### config.mk
export PLATFORM = sky130hd
export DESIGN_NAME = psum_add_tree
export DESIGN_NICKNAME = d
export VERILOG_FILES = /design/src/rtl/psum_pkg.sv /design/src/rtl/psum_add_lo.sv /design/src/rtl/psum_add_tree.sv
export SDC_FILE = /design/constraint.sdc
export NUM_CORES = 1
export LEC_CHECK = 0
export BUFFER_PORTS_ARGS = -buffer_cell sky130_fd_sc_hd__buf_2
export CORE_ASPECT_RATIO = 0.5
export CORE_UTILIZATION = 35
export CTS_BUF_LIST = sky130_fd_sc_hd__clkbuf_8
export CTS_CLUSTER_SIZE = 16
export DETAILED_ROUTE_END_ITERATION = 16
export PLACE_DENSITY_LB_ADDON = 0.08
export SYNTH_ARGS = -nofsm -noshare
export SYNTH_HDL_FRONTEND = slang
export SYNTH_SLANG_ARGS = --single-unit
### constraint.sdc
create_clock -name clk -period 4.7 [get_ports clk]
set_input_delay 0.47 -clock clk [delete_from_list [all_inputs] [get_ports clk]]
set_output_delay 0.47 -clock clk [all_outputs]
set_load 0.05 [all_outputs]
### src/rtl/psum_pkg.sv
// Shared constants and helpers for the partial-sum adder tree.
// Holds default widths and a constant clog2 used for tree depth.
package psum_pkg;

   localparam int DATA_W_DEF      = 25;
   localparam int APPROX_BITS_DEF = 6;

   function automatic int clog2(input int n);
      int r;
      int v;
      r = 0;
      v = 1;
      while (v < n) begin
         v = v << 1;
         r++;
      end
      return r;
   endfunction

endpackage

### src/rtl/psum_add_lo.sv
// Two-operand adder with an optional approximate low part.
// Ports: a, b (signed W), approx_en (mode), sum (signed W, no wrap expected).
module psum_add_lo
   import psum_pkg::*;
#(
   parameter int W = 27,
   parameter int K = 6
) (
   input  logic signed [W-1:0] a,
   input  logic signed [W-1:0] b,
   input  logic                approx_en,
   output logic signed [W-1:0] sum
);

   generate
      if (K == 0) begin : g_exact
         logic unused_mode;
         assign unused_mode = approx_en;
         assign sum = a + b;
      end else begin : g_approx
         logic [K-1:0]   lo;
         logic [W-K-1:0] hi;
         logic           cin;

         // Low bits are OR-ed; the only carry into the exact upper part
         // is the AND of the two top low bits.
         always_comb begin
            cin = a[K-1] & b[K-1];
            lo  = a[K-1:0] | b[K-1:0];
            hi  = a[W-1:K] + b[W-1:K] + {{(W-K-1){1'b0}}, cin};
         end

         assign sum = approx_en ? {hi, lo} : a + b;
      end
   endgenerate

endmodule

### src/rtl/psum_add_tree.sv
// Pipelined PE partial-sum reduction tree with FIFO accumulate and saturation.
// Ports: clk, rst, en, in_valid, pe_data, fifo_data, acc_first, approx_en,
//        clr_sticky in; out_valid, out, sat, sat_sticky out.
module psum_add_tree
   import psum_pkg::*;
#(
   parameter int DATA_W      = DATA_W_DEF,
   parameter int NUM_PE      = 4,
   parameter int APPROX_BITS = APPROX_BITS_DEF
) (
   input  logic                            clk,
   input  logic                            rst,
   input  logic                            en,
   input  logic                            in_valid,
   input  logic signed [NUM_PE*DATA_W-1:0] pe_data,
   input  logic signed [DATA_W-1:0]        fifo_data,
   input  logic                            acc_first,
   input  logic                            approx_en,
   input  logic                            clr_sticky,
   output logic                            out_valid,
   output logic signed [DATA_W-1:0]        out,
   output logic                            sat,
   output logic                            sat_sticky
);

   localparam int LEVELS = clog2(NUM_PE);
   localparam int NP2    = 1 << LEVELS;
   localparam int ACC_W  = DATA_W + LEVELS + 1;

   localparam logic signed [ACC_W-1:0] MAXV =
      {{(ACC_W-DATA_W+1){1'b0}}, {(DATA_W-1){1'b1}}};
   localparam logic signed [ACC_W-1:0] MINV =
      {{(ACC_W-DATA_W+1){1'b1}}, {(DATA_W-1){1'b0}}};
   localparam logic signed [DATA_W-1:0] MAXO = {1'b0, {(DATA_W-1){1'b1}}};
   localparam logic signed [DATA_W-1:0] MINO = {1'b1, {(DATA_W-1){1'b0}}};

   // Nodes are kept at full accumulate width; sign extension makes the
   // approximate and exact results identical to per-level growth.
   logic signed [ACC_W-1:0]  lane [NP2];
   logic signed [ACC_W-1:0]  nsum [NP2-1];
   logic signed [ACC_W-1:0]  nreg [NP2-1];
   logic                     v_q  [LEVELS];
   logic                     am_q [LEVELS];
   logic                     af_q [LEVELS];
   logic signed [DATA_W-1:0] fd_q [LEVELS];

   logic signed [ACC_W-1:0]  fifo_ext;
   logic signed [ACC_W-1:0]  acc_sum;
   logic signed [DATA_W-1:0] res;
   logic                     res_sat;

   for (genvar i = 0; i < NP2; i++) begin : g_lane
      if (i < NUM_PE) begin : g_pe
         assign lane[i] = ACC_W'($signed(pe_data[i*DATA_W +: DATA_W]));
      end else begin : g_pad
         assign lane[i] = '0;
      end
   end

   // Level l results live at nreg[OFF + j]; level l-1 feeds level l.
   for (genvar l = 1; l <= LEVELS; l++) begin : g_lvl
      localparam int N   = NP2 >> l;
      localparam int OFF = NP2 - (NP2 >> (l - 1));
      for (genvar j = 0; j < N; j++) begin : g_node
         logic signed [ACC_W-1:0] a;
         logic signed [ACC_W-1:0] b;
         logic                    m;
         if (l == 1) begin : g_in
            assign a = lane[2*j];
            assign b = lane[2*j+1];
            assign m = approx_en;
         end else begin : g_in
            localparam int P = NP2 - (NP2 >> (l - 2));
            assign a = nreg[P+2*j];
            assign b = nreg[P+2*j+1];
            assign m = am_q[l-2];
         end
         psum_add_lo #(.W(ACC_W), .K(APPROX_BITS)) u_add (
            .a         (a),
            .b         (b),
            .approx_en (m),
            .sum       (nsum[OFF+j])
         );
      end
   end

   assign fifo_ext = af_q[LEVELS-1] ? '0 : ACC_W'(fd_q[LEVELS-1]);

   psum_add_lo #(.W(ACC_W), .K(APPROX_BITS)) u_acc (
      .a         (nreg[NP2-2]),
      .b         (fifo_ext),
      .approx_en (am_q[LEVELS-1]),
      .sum       (acc_sum)
   );

   always_comb begin
      res     = acc_sum[DATA_W-1:0];
      res_sat = 1'b0;
      if (acc_sum > MAXV) begin
         res     = MAXO;
         res_sat = 1'b1;
      end else if (acc_sum < MINV) begin
         res     = MINO;
         res_sat = 1'b1;
      end
   end

   always_ff @(posedge clk) begin
      if (rst) begin
         for (int k = 0; k < NP2 - 1; k++) nreg[k] <= '0;
         for (int l = 0; l < LEVELS; l++) begin
            v_q[l]  <= 1'b0;
            am_q[l] <= 1'b0;
            af_q[l] <= 1'b0;
            fd_q[l] <= '0;
         end
         out_valid  <= 1'b0;
         out        <= '0;
         sat        <= 1'b0;
         sat_sticky <= 1'b0;
      end else if (en) begin
         for (int k = 0; k < NP2 - 1; k++) nreg[k] <= nsum[k];
         v_q[0]  <= in_valid;
         am_q[0] <= approx_en;
         af_q[0] <= acc_first;
         fd_q[0] <= fifo_data;
         for (int l = 1; l < LEVELS; l++) begin
            v_q[l]  <= v_q[l-1];
            am_q[l] <= am_q[l-1];
            af_q[l] <= af_q[l-1];
            fd_q[l] <= fd_q[l-1];
         end
         out_valid <= v_q[LEVELS-1];
         if (v_q[LEVELS-1]) begin
            out <= res;
            sat <= res_sat;
         end
         // Set has priority over a same-cycle clear.
         sat_sticky <= (v_q[LEVELS-1] & res_sat) |
                       (sat_sticky & ~clr_sticky);
      end else begin
         sat_sticky <= sat_sticky & ~clr_sticky;
      end
   end

endmodule

# Word-level counts from Yosys, hierarchy flattened
# Memory sizes are Yosys's and may differ from the RTL's.
# Cells that the tools add are included.
[totals]
memories = 5
out_inout_bits = 28
mem_bits_rw = 140
reg_bits = 28
[mem_list]
columns = ["memory", "words", "word_bits", "read_ports", "rd_clocked_by_memory_dff", "write_ports", "line", "text"]
rows = [
  ["nreg", 3, 28, 3, 0, 3, "psum_add_tree.sv:41", "logic signed [ACC_W-1:0] nreg [NP2-1];"],
  ["fd_q", 2, 25, 2, 0, 2, "psum_add_tree.sv:45", "logic signed [DATA_W-1:0] fd_q [LEVELS];"],
  ["af_q", 2, 1, 2, 0, 2, "psum_add_tree.sv:44", "logic af_q [LEVELS];"],
  ["am_q", 2, 1, 2, 0, 2, "psum_add_tree.sv:43", "logic am_q [LEVELS];"],
  ["v_q", 2, 1, 2, 0, 2, "psum_add_tree.sv:42", "logic v_q [LEVELS];"],
]
[classes]
n_mux = 26
order_cmp = 2
bitwise_logic = 23
reduce_logical = 1
addsub = 12
[ops]
columns = ["operator", "n"]
rows = [
  ["two-way mux 28 bit", 8],
  ["two-way mux 25 bit", 4],
  ["adder 22 x 1 -> 22 bit", 4],
  ["adder 28 bit", 2],
  ["adder 25 x 25 -> 26 bit", 2],
  ["adder 22 bit", 2],
  ["adder 19 x 19 -> 20 bit", 2],
  ["greater-than comparator 28 x 25 -> 1 bit, second input constant", 1],
  ["< comparator 28 x 25 -> 1 bit, second input constant", 1],
  ["bitwise OR 6 bit", 4],
  ["two-way mux 1 bit", 14],
  ["bitwise OR 1 bit", 12],
  ["bitwise AND 1 bit", 6],
  ["AND reduction 2 bit", 1],
  ["inverter 1 bit", 1],
]

# Depth between registers and ports, before layout
# Gate-level depths: netlist (run 1).
[depth]
word_depth = 10
ltp_mapped = 16
ltp_nobuf = 15

# Modules after synthesis
# A second synthesis (run 1) with hierarchy kept.
[hier_totals]
hier_cells = 1437
area_unflattened_um2 = 13598.0
[modules_own_cells]
columns = ["mod", "instances", "seq_area_each_um2", "area_per_inst_um2", "cells_each"]
rows = [
  ["psum_add_tree", 1, 4764.6, 6623.9, 452],
  ["psum_add_lo (g_lvl[1].g_node[1].u_add ...)", 2, 0.0, 1825.5, 261],
  ["psum_add_lo (u_acc)", 1, 0.0, 1720.4, 241],
  ["psum_add_lo (g_lvl[1].g_node[0].u_add)", 1, 0.0, 1602.8, 222],
]

# Worst setup path after synthesis (run 1)
# No wires, ideal clock.
[synth_path]
path_kind = "register -> register"
startpoint = "memory af_q[1][0], in the netlist af_q[0][1]"
endpoint = "register out[10]"
stages_incl_launch_ff = 15
slack_ns = 0.917
period_less_slack_ns = 3.783
path_buffers = 3
arrival_ns = 3.697
setup_ns = 0.086
path_cell_list = "edfxtp_1 -> clkbuf_1 -> nor2b_1 -> ha_1 -> clkbuf_1 -> o21a_1 -> a2111oi_1 -> nor2_1 -> or4_1 -> a41oi_1 -> xor2_1 -> o32ai_2 -> clkbuf_1 -> nand2_1 -> a211oi_1"
[synth_rtl]
columns = ["item", "line", "text"]
rows = [
  ["start, declared", "psum_add_tree.sv:44", ""],
  ["end signal, assigned", "psum_add_tree.sv:135", "out <= res;"],
  ["end, declared", "psum_add_tree.sv:21", "output logic signed [DATA_W-1:0] out,"],
]

==> impl_metrics.yaml, run 1 <==
drt:
  via_count: 12192
  post_drt_via_cell_ratio: 5.190
  ant_nets: 0
  wl_per_cell_um: 16.84
  drc: 0
  wl_mm: 39.57
  drt_first_iter_violations: 889
  first_pass_iters: 7
place:
  post-place-ws_ns: 0.2598
  port_buffers: 159
  dp_hpwl_mm: 31.91
  gp_congestion: 0.8795
worst_setup_path:
  critPathBufInv: 2
  max_stage_delay_ns: 0.61
  end_kind: "register"
  r2r_cells: 14
  crit_family: "compound AO/OA/AOI/OAI gates"
  cp.depth: 14
  criticalPathCategory: "reg2reg"
  cp.required_ns: 5.09
  worstPathCellList: "buf_4 -> nor2b_1 -> ha_1 -> inv_1 -> fa_1 -> nand2b_1 -> a21o_1 -> a2111oi_0 -> or4_1 -> a41oi_1 -> xor2_1 -> a311oi_1 -> nor2_4 -> a211oi_1"
  slowest_stage: "edfxtp_1"
  cp.arrival_ns: 4.62
  cp-start-kind: "register"
  path_max_fanout: 22
grt:
  grt_remaining_overflow: 0
  grt_antenna_before_repair: 0
  grt_use_total: 0.1857
  grt_max_degree: 91
  grt_pass1_vias: 11533
  grt_pass1_wl_mm: 63.49
logic_synthesis:
  ys_seq_elements: 168
  yosys_warnings: 0
  netlist_area_um2: 14690
  yosysTopAreaCell: "edfxtp_1"
  syn-num-nets: 1955
  yosysMostFrequentCell: "nor2_1"
  async_flop_share: 0
  synth_flop_cell: "edfxtp_1"
  ys_seq_area_frac: 0.3243
  syn_avg_cell_area_um2: 8.750
  ys_top_cells_by_count: "159 x nor2_1, 140 x edfxtp_1, 132 x ha_1, 130 x a21oi_1, 129 x nand2_1"
  synth_edf_count: 140
  netlist_instances: 1679
  synth_top_area_share: 0.2862
  yosysUniqueCellTypes: 77
  netlist_top_cells_area: "edfxtp_1 29%, ha_1 11%, a21oi_1 4.4%"
clock_tree:
  clockRootBuffer: "clkbuf_8"
  clkSlewWorstSetupHoldPaths_ns: 0.10
  cts_tree: "built"
  cts.sinks: 168
  htree_levels: 4
  hold_buffers: 0
  clk_path_buf_depth: 2
  clock_latency_ns: 0.48
  cts_buffers: 17
final_layout:
  drive_gt1_frac: 0.1322
  area_growth_syn_to_layout_pct: 11.39
  multi_input_area_um2: 9226
  fillCellCount: 4218
  ff_latch_area_um2: 4765
  final_nets: 2071
sta:
  fin_setup_tns_ns: 0
  fin_crit_ns: 4.231
  slew_headroom: 0.3288
  fin_crit_sh: 0.9003
  worstMarginPinSlew_ns: 1.007
  slew_viol_final: 0
  rsz0062_at_grt: "no"
  setup_ws_ns: 0.4687
  hold_ws_ns: 0.1746
  finalClockSkew_ns: 0.01787
  finalHoldViolations: 0
  fmax_mhz: 236.3
  setup_violations: 0
pwr:
  power.leakage_nw: 6.949
  powerDensity_nw_per_um2: 285.7
  peakVddDrop_v: 0.0001397
min_path:
  hold_depth: 2
  hold_class: "in2reg"
floorplanning:
  pin_count: 160
  coreArea_um2: 40920
  die_h_um: 146.9
  initial_core_util: 0.3590
  rows: 52
  dieWidth_um: 291.7
  die_area_um2: 42850
outcome:
  status: "finished clean"
run:
  cap_violations: 0
registers in the layout, indices dropped and copies added (netlist names):
signal      count
af_q            2
am_q            2
fd_q           50
nreg           84
out            25
out_valid       1
sat             1
sat_sticky      1
v_q             2
cell families (layout without fill, tap and decap cells):
group	after synthesis	count (layout)	share of synthesized area
AO/OA/AOI/OAI	444	444	0.1988
multiplexers	23	23	0.01669
adder cells (fa/ha/maj)	144	144	0.1288
AND/OR/NAND/NOR	583	583	0.1991
flip-flops	168	168	0.3243
buffers and inverters	177	306	0.04888
XOR/XNOR	140	140	0.08346
other	0	1	0
cell usage in the layout (no fill, tap or decap), drive strengths merged, types with 23 or more instances in the layout:
| cell | count |
|---|---|
| inv | 107 |
| nand4 | 26 |
| xnor2 | 68 |
| o21ai | 77 |
| edfxtp | 140 |
| a21o | 40 |
| nor2b | 39 |
| a21oi | 130 |
| nand2 | 129 |
| nor2 | 160 |
| nor3 | 26 |
| buf | 174 |
| a211oi | 50 |
| dfxtp | 28 |
| xor2 | 72 |
| and2 | 70 |
| nand3 | 40 |
| ha | 132 |
| nand2b | 23 |
layer usage:
layer	share of wire	global-route usage
met5	0	0
met4	0.0056	0.03237
met3	0.032	0.02209
met2	0.41	0.2729
met1	0.55	0.2904
path summary, 6_finish.rpt:
kind                   start    endpoint  slack [ns]
setup / recovery  af_q[0][1]     out[21]        0.47
hold / removal    clr_sticky  sat_sticky        0.17
setup reg to reg  af_q[0][1]     out[21]        0.47
hold reg to reg       out[6]      out[6]        0.47
layout make-up:
type / count / area share
inverters: 100 / 0.02294
clock inverters: 15 / 0.01009
multi-input cells: 1334 / 0.5638
clock buffers: 17 / 0.01430
diodes: 1 / 0.0001529
repair buffers: 174 / 0.05627
flip-flops and latches: 168 / 0.2912
well taps: 540 / 0.04129
power by group:
group | total [mW] | leakage [nW] | internal, mW | switching [mW]
combinational | 1.76 | 4.99 | 0.668 | 1.09
clock | 1.08 | 0.207 | 0.487 | 0.591
sequential | 1.84 | 1.75 | 1.77 | 0.0751
metrics by stage:
stage	total power [mW]	area [µm²]	utilization	cells
floorplan	3.136	14690	-	1679
detailed placement	3.620	15960	0.3899	2316
global route	4.985	16360	0.3998	2348
finish	4.675	16360	0.3999	2349
CTS	4.710	16360	0.3997	2348
global placement	3.631	15960	0.3899	2316
timing repair:
action | in CTS | in global routing
endpoints found under the setup margin | 0 | 22
gates resized for setup | 0 | 1
buffers inserted | 0 | 0
No activity file was read; power rests on OpenSTA's default activity.
==> run 2: changes to the inputs <==
--- a/config.mk
+++ b/config.mk
@@ -14,4 +14,5 @@
 export PLACE_DENSITY_LB_ADDON = 0.08
 export SYNTH_ARGS = -nofsm -noshare
 export SYNTH_HDL_FRONTEND = slang
+export SYNTH_HIERARCHICAL = 1
 export SYNTH_SLANG_ARGS = --single-unit
==> impl_metrics.yaml, run 2 <==
floorplanning:
  dieWidth_um: 280.8
  rows: 50
  die_area_um2: 39690
  die_h_um: 141.4
  initial_core_util: 0.3593
  coreArea_um2: 37850
  pin_count: 160
place:
  dpl_cell_area_um2: 14850
  post-place-ws_ns: 0.6494
  port_buffers: 159
  dp_hpwl_mm: 28.51
  dp.cells: 2068
  gp_congestion: 0.8629
grt:
  grt_max_degree: 141
  grt_antenna_before_repair: 0
  grt_pass1_wl_mm: 57.54
  grt_remaining_overflow: 0
  grt_pass1_vias: 10661
  grt_use_total: 0.1830
logic_synthesis:
  netlist_area_um2: 13600
  syn_avg_cell_area_um2: 9.463
  ys_seq_elements: 168
  yosys_warnings: 6
  async_flop_share: 0
  yosysUniqueCellTypes: 79
  synth_edf_count: 140
  netlist_top_cells_area: "edfxtp_1 31%, ha_1 12%, and2_1 6.7%"
  ys_seq_area_frac: 0.3504
  synth_top_area_share: 0.3092
  yosysMostFrequentCell: "and2_1"
  synth_flop_cell: "edfxtp_1"
  netlist_instances: 1437
  ys_top_cells_by_count: "145 x and2_1, 140 x edfxtp_1, 134 x a21oi_1, 132 x ha_1, 110 x nand2_1"
  yosysTopAreaCell: "edfxtp_1"
  syn-num-nets: 1713
final_layout:
  num_antenna_cells: 0
  layout_common_cells: "159 x buf_2, 145 x and2_1, 140 x edfxtp_1, 134 x a21oi_1, 132 x ha_1"
  top_register: "nreg"
  final_nets: 1843
  reg_top3: "nreg x84, fd_q x50, out x25"
  area_growth_syn_to_layout_pct: 11.75
  drive_gt1_frac: 0.1552
  fin_area_um2: 15200
  fin_cells: 2099
  largest_reg_flops: 84
  fillCellCount: 3876
  final_common_cell: "buf_2"
pwr:
  swShare: 0.3676
  p_sw_mw: 1.633
  powerDensity_nw_per_um2: 292.4
  power.leakage_nw: 6.433
  seq_power_share: 0.419
  internal_power_mw: 2.810
  peakVddDrop_v: 0.0001564
  power_frac_comb: 0.371
  power_frac_clock: 0.210
drt:
  ant_nets: 0
  route.met2.wl_mm: 15.11
  via_count: 10712
  wl_met1_mm: 18.95
  wl_per_cell_um: 16.93
  wl_mm: 35.55
  wl_met3_mm: 1.047
  drt_first_iter_violations: 628
  first_pass_iters: 5
  post_drt_via_cell_ratio: 5.103
  top_layer: "met4"
  drc: 0
clock_tree:
  clk_path_buf_depth: 2
  clock_latency_ns: 0.47
  post-cts-setup-buffer-count: 0
  htree_levels: 4
  clockRootBuffer: "clkbuf_8"
  cts_tree: "built"
  clkSlewWorstSetupHoldPaths_ns: 0.09
  hold_buffers: 0
  cts.sinks: 168
  cts_buffers: 17
  post_cts_resize_count: 0
worst_setup_path:
  cp.required_ns: 5.01
  criticalPathCategory: "reg2reg"
  reg2reg_from: "af_q[0][1]"
  cp-start-kind: "register"
  cp.arrival_ns: 4.45
  crit_start: "af_q[0][1]"
  worstPathCellList: "nor2b_1 -> inv_1 -> ha_1 -> a21oi_1 -> nand4b_1 -> a2111oi_0 -> o211ai_1 -> and4_1 -> nor3b_1 -> clkinv_1 -> o31ai_4 -> buf_4 -> a221oi_1"
  slowest_stage: "a2111oi_0"
  path_max_fanout: 24
  end_kind: "register"
  max_stage_delay_ns: 0.79
sta:
  setup_ws_ns: 0.5618
  setup_violations: 0
  finalClockSkew_ns: 0.01081
  worstMarginPinSlew_ns: 1.067
  fin_crit_ns: 4.138
  fmax_mhz: 241.6
  slew_viol_final: 0
  fin_setup_tns_ns: 0
  rsz0062_at_grt: "no"
  fin_crit_sh: 0.8805
  finalHoldViolations: 0
  hold_ws_ns: 0.2667
  slew_headroom: 0.2884
min_path:
  hold_start: "fifo_data[20]"
  hold_class: "in2reg"
run:
  cap_violations: 0
outcome:
  status: "finished clean"
run 2: cell count changes after synthesis, moves of 16 or more:
cell | before | now
xor2_1 | 72 | 52
nand2_1 | 129 | 110
a211oi_1 | 50 | 1
clkbuf_1 | 52 | 30
inv_1 | 99 | 75
nand3_1 | 40 | 24
a221oi_2 | 0 | 20
nor2_1 | 159 | 75
xnor2_1 | 68 | 50
and2_1 | 69 | 145
run 2: metrics by stage:
stage / power, mW / util
after global placement: 3.533 / 0.3924
after CTS: 4.497 / 0.4015
after global routing: 4.737 / 0.4015
final: 4.443 / 0.4015
after floorplan: 3.074 / -
after detailed placement: 3.542 / 0.3924
run 2: path summary, 6_finish.rpt:
check	end	slack, ns	cells past startpoint
min	fd_q[0][20]	0.27	2
max	out[13]	0.56	13
max reg2reg	out[13]	0.56	13
min reg2reg	out[24]	0.46	2
run 2: layer usage:
metal	GRT usage	vias to the layer above
met5	0	-
met4	0.04113	0
met3	0.02552	33
met2	0.2811	207
met1	0.2705	5008
li1	-	5464
run 2: kinds of logic (layout without fill, tap and decap cells):
logic type,after synthesis,after routing,share of synthesized area
AO/OA/AOI/OAI,377,377,0.1960
AND/OR/NAND/NOR,502,502,0.1983
buffers and inverters,128,270,0.03855
multiplexers,16,16,0.01196
adder cells (fa/ha/maj),144,144,0.1391
flip-flops,168,168,0.3504
XOR/XNOR,102,102,0.06570
run 2: power groups by stage:
stage	clock network [mW]	logic (mW)	registers, mW
floorplan	0	1.16	1.92
global placement	0	1.64	1.90
detailed placement	0	1.64	1.90
CTS	0.980	1.65	1.86
global route	1.02	1.84	1.88
finish	0.935	1.65	1.86
run 2: final cells by class:
type | instances | area [µm²] | area share
sequential | 168 | 4765 | 0.3135
multi-input combinational | 1141 | 8313 | 0.5471
clock inverter | 14 | 110.1 | 0.007246
timing repair buffer | 163 | 838.3 | 0.05517
clock buffer | 17 | 234.0 | 0.01540
tap | 520 | 650.6 | 0.04282
inverter | 76 | 285.3 | 0.01877
run 2: worst max-delay path, delay by kind of cell (launching register included):
family | cells | cell delay, ns
flip-flops | 1 | 0.51
adder cells (fa/ha/maj) | 1 | 0.28
AO/OA/AOI/OAI | 5 | 1.30
AND/OR/NAND/NOR | 4 | 1.16
buffers and inverters | 3 | 0.73
==> run 3: changes to the inputs <==
--- a/config.mk
+++ b/config.mk
@@ -7,7 +7,7 @@
 export LEC_CHECK = 0
 export BUFFER_PORTS_ARGS = -buffer_cell sky130_fd_sc_hd__buf_2
 export CORE_ASPECT_RATIO = 0.5
-export CORE_UTILIZATION = 35
+export CORE_UTILIZATION = 55
 export CTS_BUF_LIST = sky130_fd_sc_hd__clkbuf_8
 export CTS_CLUSTER_SIZE = 16
 export DETAILED_ROUTE_END_ITERATION = 16
==> impl_metrics.yaml, run 3 (synthesized netlist as in run 2, its figures left out) <==
place:
  gp_congestion: 0.9007
  dp_hpwl_mm: 24.78
  port_buffers: 159
run:
  cap_violations: 0
drt:
  ant_nets: 0
  post_drt_via_cell_ratio: 5.650
  wl_met1_mm: 16.01
  route.met2.wl_mm: 13.72
  top_layer: "met4"
  via_count: 10836
  wl_per_cell_um: 16.35
  drc: 0
  first_pass_iters: 5
  drt_first_iter_violations: 599
  wl_mm: 31.36
  wl_met3_mm: 1.159
clock_tree:
  htree_levels: 4
  cts_tree: "built"
  clock_latency_ns: 0.48
  post-cts-setup-buffer-count: 0
  clkSlewWorstSetupHoldPaths_ns: 0.11
  post_cts_resize_count: 0
  cts_buffers: 17
  cts.sinks: 168
  clk_path_buf_depth: 2
  hold_buffers: 0
  clockRootBuffer: "clkbuf_8"
floorplanning:
  coreArea_um2: 24120
  die_h_um: 113.2
  dieWidth_um: 224.4
  pin_count: 160
  initial_core_util: 0.5637
  die_area_um2: 25390
  rows: 40
final_layout:
  drive_gt1_frac: 0.1580
  area_growth_syn_to_layout_pct: 10.57
  num_antenna_cells: 0
  final_common_cell: "buf_2"
  top_register: "nreg"
  largest_reg_flops: 84
  final_nets: 1845
  layout_common_cells: "159 x buf_2, 145 x and2_1, 140 x edfxtp_1, 134 x a21oi_1, 132 x ha_1"
  fillCellCount: 2075
  reg_top3: "nreg x84, fd_q x50, out x25"
sta:
  finalHoldViolations: 0
  slew_viol_final: 0
  fin_crit_sh: 0.8820
  slew_headroom: 0.4251
  worstMarginPinSlew_ns: 0.8593
  rsz0062_at_grt: "no"
  setup_violations: 0
  fmax_mhz: 241.2
  finalClockSkew_ns: 0.02182
  fin_crit_ns: 4.145
  fin_setup_tns_ns: 0
pwr:
  p_sw_mw: 1.654
  total_power_mw: 4.542
  seq_power_share: 0.409
  internal_power_mw: 2.888
  power_frac_comb: 0.353
  swShare: 0.3642
  power_frac_clock: 0.238
  powerDensity_nw_per_um2: 302.1
  power.leakage_nw: 6.485
  peakVddDrop_v: 0.0001632
worst_setup_path:
  cp.required_ns: 5.08
  cp-start-kind: "register"
  cp.arrival_ns: 4.52
  criticalPathCategory: "reg2reg"
  path_max_fanout: 24
  end_kind: "register"
grt:
  grt_antenna_before_repair: 0
  grt_use_total: 0.2564
  grt_max_degree: 75
  grt_pass1_vias: 10397
  grt_pass1_wl_mm: 51.97
  grt_remaining_overflow: 0
min_path:
  hold_class: "in2reg"
outcome:
  status: "finished clean"
-- run 3: cell types whose count changed in the layout (fill, tap and decap cells not counted), sizes merged --
cell / delta
bufinv: +1
buf: +2
clkinv: -4
inv: +7
clkinvlp: -3
-- run 3: power by group through the flow --
| stage | logic, mW | registers [mW] | clock network (mW) |
|---|---|---|---|
| after CTS | 1.60 | 1.86 | 1.11 |
| after global routing | 1.79 | 1.87 | 1.17 |
| after global placement | 1.56 | 1.89 | 0 |
| final | 1.61 | 1.86 | 1.08 |
| after detailed placement | 1.59 | 1.89 | 0 |
| after floorplan | 1.16 | 1.92 | 0 |
-- run 3: cell type report --
cell class                 count  area [µm²]  share of cell area
clock inverter                15       165.2             0.01098
multi-input combinational   1141        8313              0.5529
timing repair buffer         165       853.3             0.05675
clock buffer                  17       234.0             0.01556
tap                          336       420.4             0.02796
sequential                   168        4765              0.3169
inverter                      76       285.3             0.01897
-- run 3: stage by stage --
stage	util	instance area, µm²	cells	setup slack, ns	hold WS (ns)
finish	0.6233	15040	1918	0.5548	0.2613
global route	0.6233	15040	1918	0.08133	0.2246
floorplan	-	13600	1437	0.9815	0.4967
detailed placement	0.6067	14640	1886	0.5597	0.4462
CTS	0.6233	15040	1918	0.5110	0.2192
global placement	0.6067	14640	1886	0.6748	0.4421
-- run 3: final timing paths --
kind           startpoint  cells after the start  slack [ns]         end
max            af_q[0][1]                     13        0.55     out[13]
min          fifo_data[4]                      2        0.26  fd_q[0][4]
max reg2reg    af_q[0][1]                     13        0.55     out[13]
min reg2reg       out[24]                      2        0.45     out[24]
-- run 3: routing by layer --
| metal | vias up | GRT usage |
|---|---|---|
| li1 | 5464 | - |
| met1 | 5076 | 0.3661 |
| met2 | 266 | 0.4099 |
| met3 | 30 | 0.03298 |
| met4 | 0 | 0.07029 |
| met5 | - | 0 |
-- run 3: critical path, stage by stage, from the launching register on --
cell	delay (ns)
edfxtp_1	0.63
nor2b_1	0.25
ha_1	0.22
fa_1	0.24
fa_1	0.18
nand2b_1	0.10
o31ai_1	0.10
o21ai_1	0.33
nand4_1	0.29
o311ai_0	0.47
xor2_1	0.39
nand3_2	0.14
a21o_4	0.37
a221oi_1	0.31
